$ cat config.mk
export PLATFORM = sky130hd
export DESIGN_NAME = divider_flat
export DESIGN_NICKNAME = d
export VERILOG_FILES = /design/src/rtl/divider_if.sv /design/src/rtl/divider.sv /design/src/flat_wrapper.sv
export SDC_FILE = /design/constraint.sdc
export NUM_CORES = 1
export LEC_CHECK = 0
export BUFFER_PORTS_ARGS = -buffer_cell sky130_fd_sc_hd__buf_2
export CORE_MARGIN = 4
export CORE_UTILIZATION = 35
export CTS_CLUSTER_SIZE = 10
export DETAILED_ROUTE_END_ITERATION = 10
export PLACE_DENSITY = 0.61
export SLEW_MARGIN = 10
export SYNTH_ARGS = -nofsm -noshare
export SYNTH_HDL_FRONTEND = slang
export SYNTH_SLANG_ARGS = --single-unit
$ cat constraint.sdc
create_clock -name clk -period 20.5 [get_ports clk]
set_clock_uncertainty 0.1 [all_clocks]
set_input_delay 1.025 -clock clk [delete_from_list [all_inputs] [get_ports clk]]
set_output_delay 1.025 -clock clk [all_outputs]
set_load 0.03 [all_outputs]
$ cat src/rtl/divider_if.sv
// ============================================================================
// Module      : divider_if
// Description : Request/response bundle between a CPU core and the divider.
// Revision    : 1.0 - initial release
// ============================================================================
`default_nettype none

interface divider_if;
    logic        start;
    logic        op_unsigned;
    logic [31:0] dividend;
    logic [31:0] divisor;
    logic        busy;
    logic        done;
    logic [31:0] quo;
    logic [31:0] rem;

    modport master (
        output start, op_unsigned, dividend, divisor,
        input  busy, done, quo, rem
    );

    modport slave (
        input  start, op_unsigned, dividend, divisor,
        output busy, done, quo, rem
    );
endinterface

`default_nettype wire

$ cat src/rtl/divider.sv
// ============================================================================
// Module      : divider
// Description : 32-bit iterative restoring divider, floor-signed or unsigned.
// Revision    : 1.0 - initial release
// ============================================================================
`default_nettype none

module divider (
    input  wire logic  clk,
    input  wire logic  rst,
    divider_if.slave   bus
);

    typedef enum logic [1:0] {
        S_IDLE = 2'd0,
        S_RUN  = 2'd1,
        S_FIN  = 2'd2
    } state_t;

    localparam logic [5:0] c_LAST_ITER = 6'd31;

    state_t      r_state;
    logic [5:0]  r_cnt;
    logic        r_neg;
    logic [31:0] r_divisor;
    logic [31:0] r_work;     // dividend bits shift out, quotient bits shift in
    logic [31:0] r_part;     // partial remainder
    logic        r_busy;
    logic        r_done;
    logic [31:0] r_quo;
    logic [31:0] r_rem;

    logic [32:0] w_shift;
    logic [33:0] w_diff;
    logic        w_borrow;
    logic [31:0] w_part_next;
    logic [31:0] w_work_next;
    logic        w_neg_in;
    logic [31:0] w_mag_in;
    logic [31:0] w_quo_fin;
    logic [31:0] w_rem_fin;

    // One restoring step: bring in the next dividend bit, trial-subtract.
    always_comb begin
        w_shift     = {r_part, r_work[31]};
        w_diff      = {1'b0, w_shift} - {2'b00, r_divisor};
        w_borrow    = w_diff[33];
        w_part_next = w_borrow ? w_shift[31:0] : w_diff[31:0];
        w_work_next = {r_work[30:0], ~w_borrow};
    end

    always_comb begin
        w_neg_in = ~bus.op_unsigned & bus.dividend[31];
        w_mag_in = w_neg_in ? (32'd0 - bus.dividend) : bus.dividend;
    end

    // Negative dividends are corrected to floor semantics (0 <= rem < divisor).
    always_comb begin
        w_quo_fin = w_work_next;
        w_rem_fin = w_part_next;
        if (r_neg) begin
            if (w_part_next != 32'd0) begin
                w_quo_fin = ~w_work_next;
                w_rem_fin = r_divisor - w_part_next;
            end else begin
                w_quo_fin = 32'd0 - w_work_next;
                w_rem_fin = 32'd0;
            end
        end
    end

    always_ff @(posedge clk or posedge rst) begin
        if (rst) begin
            r_state   <= S_IDLE;
            r_cnt     <= 6'd0;
            r_neg     <= 1'b0;
            r_divisor <= 32'd0;
            r_work    <= 32'd0;
            r_part    <= 32'd0;
            r_busy    <= 1'b0;
            r_done    <= 1'b0;
            r_quo     <= 32'd0;
            r_rem     <= 32'd0;
        end else begin
            case (r_state)
                S_IDLE: begin
                    if (bus.start) begin
                        r_state   <= S_RUN;
                        r_cnt     <= 6'd0;
                        r_neg     <= w_neg_in;
                        r_divisor <= bus.divisor;
                        r_work    <= w_mag_in;
                        r_part    <= 32'd0;
                        r_busy    <= 1'b1;
                    end
                end
                S_RUN: begin
                    r_cnt  <= r_cnt + 6'd1;
                    r_work <= w_work_next;
                    r_part <= w_part_next;
                    if (r_cnt == c_LAST_ITER) begin
                        r_state <= S_FIN;
                        r_done  <= 1'b1;
                        r_quo   <= w_quo_fin;
                        r_rem   <= w_rem_fin;
                    end
                end
                S_FIN: begin
                    r_state <= S_IDLE;
                    r_done  <= 1'b0;
                    r_busy  <= 1'b0;
                end
                default: begin
                    r_state <= S_IDLE;
                    r_done  <= 1'b0;
                    r_busy  <= 1'b0;
                end
            endcase
        end
    end

    assign bus.busy = r_busy;
    assign bus.done = r_done;
    assign bus.quo  = r_quo;
    assign bus.rem  = r_rem;

endmodule

`default_nettype wire

$ cat src/flat_wrapper.sv
// flat-port wrapper written by rule: the top's interface ports become plain ports
module divider_flat 
  (clk, rst, bus_start, bus_op_unsigned, bus_dividend, bus_divisor, bus_busy, bus_done, bus_quo, bus_rem);
  divider_if bus_i ();
  input  wire logic clk;
  input  wire logic rst;
  input wire logic [$bits(bus_i.start)-1:0] bus_start;
  input wire logic [$bits(bus_i.op_unsigned)-1:0] bus_op_unsigned;
  input wire logic [$bits(bus_i.dividend)-1:0] bus_dividend;
  input wire logic [$bits(bus_i.divisor)-1:0] bus_divisor;
  output wire logic [$bits(bus_i.busy)-1:0] bus_busy;
  output wire logic [$bits(bus_i.done)-1:0] bus_done;
  output wire logic [$bits(bus_i.quo)-1:0] bus_quo;
  output wire logic [$bits(bus_i.rem)-1:0] bus_rem;
  assign bus_i.start = bus_start;
  assign bus_i.op_unsigned = bus_op_unsigned;
  assign bus_i.dividend = bus_dividend;
  assign bus_i.divisor = bus_divisor;
  assign bus_busy = bus_i.busy;
  assign bus_done = bus_i.done;
  assign bus_quo = bus_i.quo;
  assign bus_rem = bus_i.rem;
  divider u_core (.clk(clk), .rst(rst), .bus(bus_i));
endmodule
Word level (Yosys, flattened, before mapping)
Index checks and enable logic that the tools add are counted.
{"block": "op_classes", "addsub": 5, "n_bitwise": 6, "n_mux": 19, "reduce_logical": 9, "eq_ne": 4}
{"cell": "32-bit 2-to-1 mux", "count": 8}
{"cell": "32-bit case mux with 2 select lines", "count": 2}
{"cell": "1-bit by 32-bit subtractor with 32-bit output (first input constant)", "count": 2}
{"cell": "33-bit by 32-bit subtractor with 34-bit output", "count": 1}
{"cell": "32-bit inverter", "count": 1}
{"cell": "32-bit nonzero test", "count": 1}
{"cell": "32-bit subtractor", "count": 1}
{"cell": "6-bit case mux with 2 select lines", "count": 1}
{"cell": "2-bit AND reduction", "count": 6}
{"cell": "6-bit by 1-bit adder with 6-bit output (second input constant)", "count": 1}
{"cell": "6-bit by 5-bit equality test with 1-bit output (second input constant)", "count": 1}
{"cell": "6-bit 2-to-1 mux", "count": 1}
{"cell": "2-bit 2-to-1 mux", "count": 2}
{"cell": "1-bit inverter", "count": 4}
{"cell": "1-bit case mux with 2 select lines", "count": 2}
{"cell": "2-bit case mux with 2 select lines", "count": 1}
{"cell": "2-bit by 1-bit equality test with 1-bit output (second input constant)", "count": 1}
{"cell": "2-bit logical NOT", "count": 1}
{"cell": "1-bit 2-to-1 mux", "count": 2}
{"cell": "2-bit by 1-bit inequality test with 1-bit output (second input constant)", "count": 1}
{"cell": "2-bit inequality test (second input constant)", "count": 1}
{"cell": "2-bit nonzero test", "count": 1}
{"cell": "1-bit AND", "count": 1}
{"block": "totals", "in_bits": 68, "out_inout_bits": 66, "elab_cells": 53, "ff_bits": 171}

Depth between registers and ports, before layout
{"block": "logic_depth", "depth_word": 5, "mapped_depth": 31, "depth_no_buf": 26}

Worst setup path after synthesis
No wires, ideal clock.
{"block": "synth_timing", "path_kind": "register to register", "from": "register u_core.r_divisor[2]", "to": "register u_core.r_rem[24] (netlist: u_core.bus.rem[24])", "n_path_buf": 5, "required_ns": 20.279, "path_stages_with_launch": 31, "setup_ns": 0.121, "arrival_time_ns": 6.341, "slack_ns": 13.938, "period_less_slack_ns": 6.562, "path_cell_list": "dfrtp_1 > clkdlybuf4s50_2 > inv_1 > ha_1 > a21o_1 > a21oi_1 > nand2_1 > a31oi_1 > o221a_2 > nand2_1 > buf_6 > buf_6 > buf_6 > clkbuf_1 > o21ai_0 > fa_1 > nand2_1 > a2111o_1 > a21oi_1 > o2111a_1 > o221a_2 > o21ai_1 > a311oi_2 > a2111oi_2 > a211oi_2 > a21o_1 > o2111a_1 > nor2_1 > maj3_2 > mux2i_1 > o22a_1"}
{"block": "synth_between", "elab_chain_cells": 5, "word_cells_on_any_way": 6, "classes_between": "add/sub: 2; mux: 3; reduce/logical: 1"}
{"element": "from (decl)", "line": "divider.sv:25", "text": "logic [31:0] r_divisor;"}
{"element": "from (signal assigned)", "line": "divider.sv:91", "text": "r_divisor <= bus.divisor;"}
{"element": "33-bit by 32-bit subtractor with 34-bit output", "line": "divider.sv:46", "text": "w_diff = {1'b0, w_shift} - {2'b00, r_divisor};"}
{"element": "32-bit 2-to-1 mux", "line": "divider.sv:48", "text": "w_part_next = w_borrow ? w_shift[31:0] : w_diff[31:0];"}
{"element": "32-bit subtractor or 32-bit nonzero test (tied branches)", "line": "divider.sv:64, divider.sv:62"}
{"element": "32-bit 2-to-1 mux", "line": "divider.sv:62", "text": "if (w_part_next != 32'd0) begin"}
{"element": "32-bit 2-to-1 mux (*)", "line": "divider.sv:61", "text": "if (r_neg) begin"}
{"element": "to (signal assigned)", "line": "divider.sv:105", "text": "r_rem <= w_rem_fin;"}
{"element": "to (decl)", "line": "divider.sv:31", "text": "logic [31:0] r_rem;"}
Every way passes the cells marked *; elsewhere a longest branch is shown, timed or not.
A chain may end at the register's enable or synchronous reset.

Worst setup path in the final report
{"block": "layout_timing", "from": "register u_core.r_divisor[23]", "to": "register u_core.r_quo[21] (netlist: u_core.bus.quo[21])"}
{"block": "layout_between", "elab_chain_cells": 5, "word_cells_on_any_way": 7, "classes_between": "add/sub: 2; mux: 3; bitwise: 1; reduce/logical: 1"}
{"element": "33-bit by 32-bit subtractor with 34-bit output (*)", "line": "divider.sv:46"}
{"element": "1-bit inverter or 32-bit 2-to-1 mux (tied branches)", "line": "divider.sv:49, divider.sv:48"}
{"element": "1-bit by 32-bit subtractor with 32-bit output or 32-bit nonzero test (tied branches)", "line": "divider.sv:66, divider.sv:62"}
{"element": "32-bit 2-to-1 mux (*)", "line": "divider.sv:62"}
{"element": "32-bit 2-to-1 mux (*)", "line": "divider.sv:61"}
{"element": "to (signal assigned)", "line": "divider.sv:104", "text": "r_quo <= w_quo_fin;"}
{"element": "to (decl)", "line": "divider.sv:30", "text": "logic [31:0] r_quo;"}
Marked as above.

==> results.md <==
- Largest cells by area after synthesis: dfrtp_1, o21ai_0, nand2_1
- Vias per cell: 5.54
- Worst rel slew slack: 35.7%
- Initial antenna violation count: 7
- Pre-Repair DR Iteration Count: 5
- Final worst path period share: 36.2%
- Fin. max-slew vios: 0
- Root Buffer: clkbuf_16
- Sink Count: 171
- RSZ-0062 raised after global routing: no
- Final nets: 1679
- CP Class: reg2reg
- FILL cells: 3542
- Initial Util: 35.7%
- Nature of the critical path startpoint: flip-flop
- Grt met2 use: 29.3%
- Cell count after synthesis: 1470
- Setup Viol. Count Final: 0
- Htree depth: 4
- Synth Register Bits: 171
- Clk slew on worst S/H paths: 0.08 ns
- Row cnt: 68
- Yosys warns: 0
- Largest family of logic cells by synthesized area: compound AO/OA/AOI/OAI gates
- Async set or reset register ratio after synthesis: 100%
- Most frequent cell after synthesis: o21ai_0
- Arr. time, crit path: 7.62 ns
- Most used routing layer: met2
- Final RePlAce weighted congestion: 0.885
- DP HPWL: 27.9 mm
- Slowest cell on the critical path: mux2i_1
- Buf/Inv on CP: 2
- Post-CTS Setup Bufs: 0
- Max cap viols: 0
- Worst Setup SP: u_core.r_divisor[23]
- Worst-Margin Slew: 0.938 ns
- PostCTS Resize Cnt: 0
- Met3 global-route usage: 3.52%
- Die X: 196 um
- First-pass GRT wire length: 60.7 mm
- EDFF count, synth: 0
- Synth Area in Adders: 6.35%
- Post-synthesis compound-gate area fraction: 27.1%
- TNS Setup: 0 ns
- GRT Overall Usage: 19.5%
- # port buffers: 133
- Synth Cell Area: 12400 um^2
- DRT Wirelength: 37.6 mm
- Largest net degree at the start of global routing: 69
- Layout cells sized above 1: 15.2%
- Final Hold Vio Count: 0
- Global route overflow: 0
- Mux contribution to synthesized area: 1.67%
- Yosys cell types: 101
- Layout area overhead: 12.9%
- CP peak stage delay: 0.75 ns
- Pre-CTS setup slack: 13.23 ns
- CTS tree: yes
- Worst flop-to-flop path startpoint: u_core.r_divisor[23]
- Required @ worst endpoint: 20.71 ns
- Min cycle time layout: 7.41 ns
- Residual DRC: 0
- Min-delay src: u_core.bus.quo[23]
- Peak Freq: 135 MHz
- Detail Route Antenna Nets: 0
- Prevailing post-synth register cell: dfrtp_1
- Synth Area in Simple Gates: 17.2%
- DRT iter0 DRCs: 837
- Die span in y: 196 um
- Clock latency on the worst-skew pair: 0.45 ns
- Synth Area in XOR/XNOR: 8.19%
- Critical path's top delay family: simple AND/OR/NAND/NOR gates
- Vias: 11300
- WL/cell: 18.5 um
- Status: completed
- Number of buffers created by CTS: 17
- Critical path endpoint category: flip-flop
- Post-synth top area share: 34.5%
- Commonest cells post-synth: o21ai_0, nand2_1, dfrtp_1, nor2_1, a21oi_1
- Worst path cell trace: clkinv_1, ha_1, nand2_1, or3_4, nor4_4, nand4_1, o221a_2, nand2_1, buf_4, mux2i_1, nand3_1, nor4b_1, and4_1, and4b_1, nand4_1, nor3_2, nand3_1, o41ai_1, xor2_1, o21ai_0
- Post-synth top area cell: dfrtp_1
- Post-synth net total: 1584
- Die area: 38500 um^2
- Met1 usage: 28.8%
- Worst-path maximum fanout: 28
- Core Area: 34700 um^2
- Setup ws final: 13.09 ns
- Sequential share of the synthesized area: 34.5%
- Vias in the first global route: 10900
- Hold crit path type: reg2reg
- Clock buffer depth: 2
- Post-Syn Area per Cell: 8.43 um^2
- Boundary Pins: 134
- Cts hold-fix bufs: 0
==> area by class of cell <==
type / count / area, um^2 / area share, %
Tap cell: 455 / 569 / 4.07
Multi-Input combinational cell: 1161 / 7510 / 53.7
Sequential cell: 171 / 4280 / 30.6
Timing Repair Buffer: 147 / 771 / 5.51
Antenna cell: 3 / 7.51 / 0.0537
Clock buffer: 19 / 453 / 3.24
Clock inverter: 12 / 138 / 0.984
Inverter: 67 / 256 / 1.83
==> sequential cells by signal (all words and copies together) (netlist names) <==
signal            count
u_core.r_neg          1
u_core.bus.quo       32
u_core.bus.done       1
u_core.r_part        32
u_core.r_divisor     32
u_core.bus.busy       1
u_core.r_state        2
u_core.bus.rem       32
u_core.r_cnt          6
u_core.r_work        32
==> cells in the final DEF (no fill, tap or decap), types with 17 or more instances in the layout <==
cell type	Yosys	layout
a21o_1	24	24
a21oi_1	69	69
a22oi_1	35	35
a31oi_1	21	21
buf_2	5	133
clkbuf_16	0	17
dfrtp_1	171	170
ha_1	44	44
inv_1	66	65
mux2i_1	17	17
nand2_1	197	196
nand3_1	32	32
nor2_1	93	92
o21ai_0	211	211
xnor2_1	56	56
xor2_1	58	58
==> worst paths after layout <==
kind                                        endpoint  slack, ns  depth (start not counted)
worst min register to register    u_core.bus.quo[23]       0.38                          2
worst min-delay path              u_core.bus.quo[23]       0.38                          2
worst max-delay path              u_core.bus.quo[21]      13.09                         20
worst max register to register    u_core.bus.quo[21]      13.09                         20
min in group asynchronous          u_core.bus.quo[9]       0.46                          2
max in group asynchronous       u_core.r_divisor[20]      17.75                          4
==> tightest hold or removal path, delay by kind of cell, from the launching register on <==
kind,cells,cell delay [ns]
flops,1,0.34
simple gates,1,0.04
compound gates,1,0.06
==> kinds of logic (layout without fill, tap and decap cells) <==
logic type / after synthesis / after routing
adders and majority gates: 65 / 65
DFF: 171 / 171
AOI/OAI and AO/OA: 511 / 511
muxes: 20 / 20
and+or+nand+nor: 450 / 450
other: 0 / 3
buffers and inverters: 138 / 245
xor gates and xnor gates: 115 / 115
==> per-layer routing <==
layer	up-vias	part of all wire [%]	wire length, um
li1	5517	-	-
met1	5439	49	18300
met2	253	44	16600
met3	51	5.0	1890
met4	8	2.0	739
met5	-	0.11	40
==> stage by stage <==
| step | utilization, % | cells | area (um^2) | hold WS, ns |
|---|---|---|---|---|
| floorplan | - | 1470 | 12400 | 0.355 |
| global placement | 38.6 | 2001 | 13400 | 0.357 |
| detailed placement | 38.6 | 2001 | 13400 | 0.366 |
| CTS | 40.3 | 2032 | 14000 | 0.381 |
| global route | 40.3 | 2034 | 14000 | 0.410 |
| finish | 40.3 | 2035 | 14000 | 0.377 |
Power is not shown: default switching activity piles up to over one toggle a cycle in this logic, so the estimate is an artifact.
